[config.mk]
export PLATFORM = sky130hd
export DESIGN_NAME = lmring_host
export DESIGN_NICKNAME = d
export VERILOG_FILES = /design/src/rtl/lmring_host.sv
export SDC_FILE = /design/constraint.sdc
export NUM_CORES = 1
export LEC_CHECK = 0
export ABC_AREA = 1
export CAP_MARGIN = 25
export CORE_AREA = 2 2 147 149
export DETAILED_ROUTE_END_ITERATION = 8
export DIE_AREA = 0 0 149 151
export HOLD_SLACK_MARGIN = 0.06
export PLACE_DENSITY_LB_ADDON = 0.1
export SLEW_MARGIN = 0
export SYNTH_ARGS = -nofsm -noshare
export SYNTH_HDL_FRONTEND = slang
export SYNTH_SLANG_ARGS = --single-unit
[constraint.sdc]
create_clock -name ACLK -period 2.4 [get_ports ACLK]
set_input_delay 0.6 -clock ACLK [delete_from_list [all_inputs] [get_ports ACLK]]
set_output_delay 0.6 -clock ACLK [all_outputs]
set_load 0.02 [all_outputs]
[src/rtl/lmring_host.sv]
// Host-side LMRING terminator: injects host commands at the ring head and returns tail packets in order.
// Optional watchdog enabled by defining LMRING_HOST_TIMEOUT_EN.

`ifndef LMRING_PKT_DEFS
`define LMRING_PKT_DEFS
`define LMRING_DATA_BITS  32
`define LMRING_BR_D       31:0
`define LMRING_BR_A       63:32
`define LMRING_BR_DM      95:64
`define LMRING_BR_COL     97:96
`define LMRING_BR_TY      100:98
`define LMRING_BR_RW      101
`define LMRING_BR_AV      102
`define LMRING_BR_SQ      110:103
`define LMRING_BR_SQ_LSB  103
`define LMRING_BR_BITS    111
`endif

module lmring_host #(
   parameter int MAX_OUTST = 4,
   parameter int SQ_BITS   = 4,
   parameter int TIMEOUT   = 1024
) (
   input  logic                         ACLK,
   input  logic                         RSTN,
   input  logic                         cmd_val,
   output logic                         cmd_rdy,
   input  logic                         cmd_rw,
   input  logic [2:0]                   cmd_ty,
   input  logic [1:0]                   cmd_col,
   input  logic [31:0]                  cmd_addr,
   input  logic [31:0]                  cmd_dm,
   input  logic [`LMRING_DATA_BITS-1:0] cmd_data,
   output logic                         lmring_hout_nemp,
   output logic [`LMRING_BR_BITS-1:0]   lmring_hout,
   input  logic                         lmring_hout_ful,
   input  logic                         lmring_hin_nemp,
   input  logic [`LMRING_BR_BITS-1:0]   lmring_hin,
   output logic                         lmring_hin_ful,
   output logic                         rsp_val,
   input  logic                         rsp_rdy,
   output logic                         rsp_rw,
   output logic [SQ_BITS-1:0]           rsp_sq,
   output logic                         rsp_av,
   output logic [`LMRING_DATA_BITS-1:0] rsp_data,
   output logic [3:0]                   outst,
   output logic                         err_seq,
   output logic                         err_tmo
);

   if (MAX_OUTST < 1 || MAX_OUTST > 15 || SQ_BITS < 1 || SQ_BITS > 8 || TIMEOUT < 1) begin : g_bad_param
      $error("lmring_host: parameter out of range");
   end

   logic                       obuf_v;
   logic [`LMRING_BR_BITS-1:0] obuf;
   logic [`LMRING_BR_BITS-1:0] cmd_pkt;
   logic [SQ_BITS-1:0]         tx_sq;
   logic [SQ_BITS-1:0]         rx_sq;
   logic [SQ_BITS-1:0]         hin_sq;
   logic [3:0]                 outst_q;
   logic                       rbuf_v;
   logic                       cmd_fire;
   logic                       ob_rel;
   logic                       hin_acc;
   logic                       rsp_fire;
   logic                       hin_unused;

   assign lmring_hout_nemp = obuf_v;
   assign lmring_hout      = obuf;
   assign outst            = outst_q;
   assign rsp_val          = rbuf_v;
   assign lmring_hin_ful   = rbuf_v && !rsp_rdy;

   assign ob_rel   = obuf_v && !lmring_hout_ful;
   assign cmd_rdy  = (!obuf_v || !lmring_hout_ful) &&
                     (({1'b0, outst_q} + {4'b0, obuf_v}) < 5'(MAX_OUTST));
   assign cmd_fire = cmd_val && cmd_rdy;
   assign hin_acc  = lmring_hin_nemp && !lmring_hin_ful;
   assign rsp_fire = rbuf_v && rsp_rdy;
   assign hin_sq   = lmring_hin[`LMRING_BR_SQ_LSB +: SQ_BITS];
   // Only some tail fields are returned to the host; the rest is ignored on purpose.
   assign hin_unused = ^lmring_hin;

   always_comb begin
      cmd_pkt                 = '0;
      cmd_pkt[`LMRING_BR_D]   = cmd_data;
      cmd_pkt[`LMRING_BR_A]   = cmd_addr;
      cmd_pkt[`LMRING_BR_DM]  = cmd_dm;
      cmd_pkt[`LMRING_BR_COL] = cmd_col;
      cmd_pkt[`LMRING_BR_TY]  = cmd_ty;
      cmd_pkt[`LMRING_BR_RW]  = cmd_rw;
      cmd_pkt[`LMRING_BR_AV]  = 1'b0;
      cmd_pkt[`LMRING_BR_SQ]  = 8'(tx_sq);
   end

   always_ff @(posedge ACLK or negedge RSTN) begin
      if (!RSTN) begin
         obuf_v <= 1'b0;
         obuf   <= '0;
         tx_sq  <= '0;
      end else if (cmd_fire) begin
         obuf_v <= 1'b1;
         obuf   <= cmd_pkt;
         tx_sq  <= tx_sq + SQ_BITS'(1);
      end else if (ob_rel) begin
         obuf_v <= 1'b0;
      end
   end

   always_ff @(posedge ACLK or negedge RSTN) begin
      if (!RSTN) begin
         outst_q <= '0;
      end else begin
         case ({ob_rel, rsp_fire})
            2'b10:   outst_q <= outst_q + 4'd1;
            2'b01:   if (outst_q != 4'd0) outst_q <= outst_q - 4'd1;
            default: outst_q <= outst_q;
         endcase
      end
   end

   always_ff @(posedge ACLK or negedge RSTN) begin
      if (!RSTN) begin
         rbuf_v   <= 1'b0;
         rsp_rw   <= 1'b0;
         rsp_sq   <= '0;
         rsp_av   <= 1'b0;
         rsp_data <= '0;
         rx_sq    <= '0;
         err_seq  <= 1'b0;
      end else begin
         if (hin_acc) begin
            rbuf_v   <= 1'b1;
            rsp_rw   <= lmring_hin[`LMRING_BR_RW];
            rsp_sq   <= hin_sq;
            rsp_av   <= lmring_hin[`LMRING_BR_AV];
            rsp_data <= lmring_hin[`LMRING_BR_D];
            rx_sq    <= rx_sq + SQ_BITS'(1);
            // Out-of-order or untracked packets are flagged but still delivered.
            if (hin_sq != rx_sq || outst_q == 4'd0) err_seq <= 1'b1;
         end else if (rsp_fire) begin
            rbuf_v <= 1'b0;
         end
      end
   end

`ifdef LMRING_HOST_TIMEOUT_EN
   localparam int TW = $clog2(TIMEOUT + 1);
   logic [TW-1:0] tmo_cnt;
   logic          err_tmo_q;

   always_ff @(posedge ACLK or negedge RSTN) begin
      if (!RSTN) begin
         tmo_cnt   <= '0;
         err_tmo_q <= 1'b0;
      end else begin
         if (outst_q == 4'd0 || rsp_fire) tmo_cnt <= '0;
         else if (tmo_cnt != TW'(TIMEOUT)) tmo_cnt <= tmo_cnt + TW'(1);
         if (tmo_cnt == TW'(TIMEOUT)) err_tmo_q <= 1'b1;
      end
   end

   assign err_tmo = err_tmo_q;
`else
   assign err_tmo = 1'b0;
`endif

endmodule

==> results of run 1 <==
-- cells in the final DEF, fill, tap and decap left out, types with 2 or more instances in the layout --
cell	synthesis	routed
ha_1	4	4
buf_4	10	14
inv_6	0	4
xnor2_1	3	3
clkbuf_16	0	17
bufinv_16	0	3
inv_2	2	2
nand3_1	108	108
conb_1	1	6
nand4_1	2	2
buf_12	0	6
clkdlybuf4s50_1	0	294
dlygate4sd2_1	0	2
o21ai_1	2	2
dfrtp_1	159	159
xor2_1	6	6
o21ai_0	6	6
clkinvlp_4	0	4
nand2_1	358	358
nor2_1	6	6
inv_1	19	19
-- layer usage --
layer | vias to the layer above | wire [um] | part of all wire, % | GRT usage (%)
met5 | - | 0 | 0 | 0
li1 | 2860 | - | - | -
met3 | 18 | 2020 | 10 | 7.41
met2 | 208 | 9270 | 47 | 28.5
met1 | 2634 | 8120 | 41 | 21.5
met4 | 0 | 280 | 1.4 | 5.43
-- flip-flops by register name, indices dropped and copies added, names as in the netlist --
register and flops:
lmring_hout 106, rsp_data 32, outst 4, rsp_sq 4
rx_sq 4, tx_sq 4, err_seq 1, lmring_hout_nemp 1
rsp_av 1, rsp_rw 1, rsp_val 1
-- power by group --
group / internal (mW) / switching [mW] / total (mW)
clock network: 1.66 / 1.19 / 2.84
logic: 2.58 / 3.29 / 5.87
registers: 3.71 / 0.594 / 4.30
total: 7.95 / 5.07 / 13.0
-- path summary, 6_finish.rpt --
kind                       slack [ns]       startpoint  cells after the start              end
setup reg to reg                 0.65          rsp_val                     13         outst[3]
setup / recovery                  0.1  lmring_hout_ful                      5          cmd_rdy
hold / removal                   0.17             RSTN                      2          rsp_val
hold reg to reg                  0.47  lmring_hout[45]                      2  lmring_hout[45]
min in group ACLK                0.47  lmring_hout[45]                      2  lmring_hout[45]
max in group asynchronous        1.82             RSTN                      2  lmring_hout[47]
-- cell type report --
type	instances	area [um^2]
clock buffer	18	429
fill	2039	10400
inverter	21	78.8
multi-input combinational	508	2190
sequential	159	3980
clock inverter	14	180
tap	275	344
timing repair buffer	317	3200
-- through the flow --
stage / instances / power (mW)
global route: 1312 / 13.9
global placement: 1280 / 10.3
CTS: 1312 / 13.2
finish: 1312 / 13.0
floorplan: 737 / 7.35
detailed placement: 1280 / 10.3
-- logic make-up (layout without fill, tap and decap cells) --
family	Yosys count	count (layout)	synth area share, %
compound gates	10	10	0.832
xor+xnor	9	9	1.22
fa+ha+maj	5	5	1.08
buf+inv	70	370	5.11
flops	159	159	61.5
other cells	1	6	0.0580
simple gates	478	478	30.2
-- worst register-to-register path: stages, from the launching register on --
cell	delay [ns]
dfrtp_1	0.44
nand2_1	0.14
inv_1	0.06
nand2_1	0.07
inv_1	0.08
ha_1	0.33
nand2_1	0.08
nand2_1	0.04
nor2_1	0.16
inv_1	0.06
nand2_1	0.06
nand2_1	0.04
nand2_1	0.05
nand2_1	0.05
-- what timing repair did --
action | 4_1_cts | 5_1_grt
resized for setup | 2 | 0
setup endpoints to repair | 2 | 0
setup buffers | 0 | 0
==> flow_metrics.env, run 1 <==
export IMPL_antenna_left=0
export IMPL_status="finished clean"
export IMPL_setup_tns_ns=0
export IMPL_ys_types=25
export IMPL_io_pins=378
export IMPL_cts_inserted_buffers=17
export IMPL_synthCells=732
export IMPL_cp_slowest_stage_delay_ns=0.42
export IMPL_path_max_fanout=2
export IMPL_yosysSeqAreaShare_pct=61.5
export IMPL_via_per_inst=4.36
export IMPL_numClockSinks=159
export IMPL_skew_ns=0.00846
export IMPL_cp_cell_sequence="clkdlybuf4s50_1, nand2_1, nand3_2, nor2_4, dlygate4sd2_1"
export IMPL_synth_ff_type="dfrtp_1"
export IMPL_end_kind="output port"
export IMPL_fin_nets=1248
export IMPL_grt_pass1_vias=5531
export IMPL_finish_utilization_pct=49.9
export IMPL_finalCritPeriodShare_pct=95.9
export IMPL_h_tree_depth=4
export IMPL_synthTopCellsByArea="dfrtp_1 62%, nand2_1 21%, nand3_1 8.4%"
export IMPL_grt_start_max_net_pins=86
export IMPL_yosysTopAreaCell="dfrtp_1"
export IMPL_worstPathBufferInverterCount=2
export IMPL_crit_type="input pin to output port"
export IMPL_ys_seq_elements=159
export IMPL_rsz0062_at_grt="no"
export IMPL_synth_async_sr_flop_share_pct=100
export IMPL_grt_pass1_wl_mm=30.6
export IMPL_drv_slew=0
export IMPL_syn_area_um2=6470
export IMPL_firstDrtPassIters=4
export IMPL_place_ws_ns=-0.193
export IMPL_dieArea_um2=22500
export IMPL_ctsHoldBuffers=0
export IMPL_final_hold_viol_count=0
export IMPL_cp_arrival_ns=1.70
export IMPL_leakage_nw=5.07
export IMPL_io_buffer_count=298
export IMPL_rows=53
export IMPL_synth_edf_count=0
export IMPL_fmaxAchievable_mhz=434
export IMPL_clockBufferDepth=2
export IMPL_dp_hpwl_mm=13.6
export IMPL_ir_drop_mv=0.719
export IMPL_start_kind="input pin"
export IMPL_wl_mm=19.7
export IMPL_worst_hold_slack_ns=0.170
export IMPL_hold_path_class="input pin to asynchronous set/reset pin"
export IMPL_die_y_um=151
export IMPL_final_min_clock_period_ns=2.30
export IMPL_drive_above_1_share_pct=5.69
export IMPL_cts_tree="yes"
export IMPL_clock_latency_ns=0.43
export IMPL_die_x_um=149
export IMPL_drc=0
export IMPL_crit_required_ns=1.80
export IMPL_grt_total_usage_pct=17.6
export IMPL_worst_slack_ns=0.0982
export IMPL_drt_wirelength_per_cell_um=15.0
export IMPL_synth_most_common_cell="nand2_1"
export IMPL_yosys_warnings=0
export IMPL_vias=5720
export IMPL_netlist_area_leader_share_pct=61.5
export IMPL_ys_top_cells_by_count="358 x nand2_1, 159 x dfrtp_1, 108 x nand3_1, 19 x inv_1, 18 x buf_2"
export IMPL_stdcell_area_um2=10400
export IMPL_root_buffer="clkbuf_16"
export IMPL_antenna_found_initial=0
export IMPL_grt_overflow_total=0
export IMPL_areaGrowthSynthToFinish_pct=60.8
export IMPL_synth_area_per_cell_um2=8.84
export IMPL_core_um2=20800
export IMPL_crit_slowest_cell="clkdlybuf4s50_1"
export IMPL_place_area_um2=9790
export IMPL_cp_top_family="buffers and inverters"
export IMPL_clk_pin_slew_worst_paths_ns=0.07
export IMPL_setup_viol=0
export IMPL_initial_core_util_pct=31.1
export IMPL_p_per_area_nw_per_um2=1250
export IMPL_n_antenna_cell=0
export IMPL_place_gp_congestion=0.740
export IMPL_drt_iter0_markers=224
export IMPL_cap_violations=0
Power figures use the tool's default switching activity.
==> inputs of run 2 (changes only) <==
Settings changed: CORE_AREA 2 2 147 149 to 4 4 144 146, DIE_AREA 0 0 149 151 to 0 0 148 150, DONT_BUFFER_PORTS from default to 1.
Clock period 2.4 ns to 2.97 ns, I/O delays scaled along.
==> flow_metrics.env, run 2 (same netlist as run 1, synthesis figures left out) <==
export IMPL_regToRegStartpoint="outst[0]"
export IMPL_cts_tree="yes"
export IMPL_io_pins=378
export IMPL_layout_commonest_cell="nand2_1"
export IMPL_p_per_area_nw_per_um2=1200
export IMPL_cts_inserted_buffers=17
export IMPL_fin_nets=937
export IMPL_antenna_found_initial=1
export IMPL_drv_slew=0
export IMPL_leakage_nw=3.85
export IMPL_rows=51
export IMPL_place_gp_congestion=0.796
export IMPL_drt_iter0_markers=246
export IMPL_root_buffer="clkbuf_16"
export IMPL_worst_hold_slack_ns=0.0192
export IMPL_drc=0
export IMPL_grt_total_usage_pct=15.8
export IMPL_crit_slowest_cell="dfrtp_1"
export IMPL_setup_viol=0
export IMPL_antenna_left=0
export IMPL_wl_mm=17.5
export IMPL_drt_wirelength_per_cell_um=17.7
export IMPL_post_cts_buffers=0
export IMPL_skew_ns=0.0119
export IMPL_io_buffer_count=0
export IMPL_final_hold_viol_count=0
export IMPL_cp_slowest_stage_delay_ns=0.49
export IMPL_numClockSinks=159
export IMPL_ir_drop_mv=0.455
export IMPL_core_um2=19400
export IMPL_die_x_um=148
export IMPL_largest_reg_flops=106
export IMPL_vias=4708
export IMPL_areaGrowthSynthToFinish_pct=12.2
export IMPL_dieArea_um2=22200
export IMPL_grt_overflow_total=0
export IMPL_status="finished clean"
export IMPL_clockBufferDepth=2
export IMPL_rsz0062_at_grt="no"
export IMPL_final_cell_mix="358 x nand2_1, 159 x dfrtp_1, 108 x nand3_1"
export IMPL_crit_type="flip-flop to output port"
export IMPL_path_max_fanout=17
export IMPL_cp_arrival_ns=1.61
export IMPL_grt_pass1_wl_mm=27.4
export IMPL_cap_violations=0
export IMPL_hold_path_class="input pin to asynchronous set/reset pin"
export IMPL_h_tree_depth=4
export IMPL_n_antenna_cell=0
export IMPL_drive_above_1_share_pct=6.20
export IMPL_die_y_um=150
export IMPL_dp_hpwl_mm=12.0
export IMPL_final_min_clock_period_ns=2.35
export IMPL_setup_tns_ns=0
export IMPL_firstDrtPassIters=4
export IMPL_finalNonFillerCells=991
export IMPL_crit_required_ns=2.23
export IMPL_via_per_inst=4.75
export IMPL_end_kind="output port"
export IMPL_cp_cell_sequence="inv_1, nand3_2, nor2_4, buf_4"
export IMPL_clk_pin_slew_worst_paths_ns=0.06
export IMPL_finalCritPeriodShare_pct=79.2
export IMPL_crit_path_start="outst[2]"
export IMPL_cts_resized=0
export IMPL_grt_start_max_net_pins=160
export IMPL_clock_latency_ns=0.42
export IMPL_worst_slew_pin_slew_ns=0.576
export IMPL_max_slew_margin_pct=61.6
export IMPL_totalPowerFinal_mw=8.71
export IMPL_fmaxAchievable_mhz=425
export IMPL_grt_pass1_vias=4737
export IMPL_initial_core_util_pct=33.3
export IMPL_start_kind="flip-flop"
export IMPL_post_place_cells=959
run 2: worst paths after layout:
kind / to / depth (start not counted) / slack, ns
hold reg to reg: tx_sq[3] / 2 / 0.50
setup / recovery: cmd_rdy / 4 / 0.62
hold / removal: rsp_av / 0 / 0.02
max in group asynchronous: lmring_hout[77] / 0 / 2.64
setup reg to reg: tx_sq[3] / 8 / 1.04
min in group ACLK: rsp_sq[3] / 2 / 0.44
run 2: routing by layer:
layer	GRT usage [%]	routed length, um	up-vias
met3	8.27	2130	16
met4	3.88	193	2
met5	0	7	-
met1	17.9	6540	2239
li1	-	-	2242
met2	26.3	8670	209
run 2: area by class of cell:
| class | instances | area (um^2) |
|---|---|---|
| inverter | 21 | 78.8 |
| tap | 265 | 332 |
| timing repair buffer | 6 | 57.6 |
| clock buffer | 18 | 439 |
| multi-input combinational | 508 | 2190 |
| fill | 2014 | 12100 |
| sequential | 159 | 3980 |
| clock inverter | 14 | 179 |
run 2: power by group:
| part | leakage [nW] | switching (mW) | internal [mW] |
|---|---|---|---|
| clock | 0.300 | 0.917 | 1.36 |
| sequential | 1.97 | 1.67 | 2.99 |
| combinational | 1.59 | 1.17 | 0.604 |
| total | 3.85 | 3.75 | 4.96 |
run 2: worst max-delay path, delay by kind of cell, from the launching register on:
| family | cells | cell delay, ns |
|---|---|---|
| DFF | 1 | 0.49 |
| and+or+nand+nor | 2 | 0.26 |
| buffers and inverters | 2 | 0.44 |
run 2: per-stage QoR:
step / area [um^2] / utilization [%] / setup WS, ns
4_1_cts: 7260 / 37.4 / 0.551
3_5_place_dp: 6640 / 34.2 / 0.839
2_1_floorplan: 6490 / - / 0.956
3_3_place_gp: 6640 / 34.2 / 0.856
5_1_grt: 7260 / 37.4 / 0.494
6_report: 7260 / 37.4 / 0.617
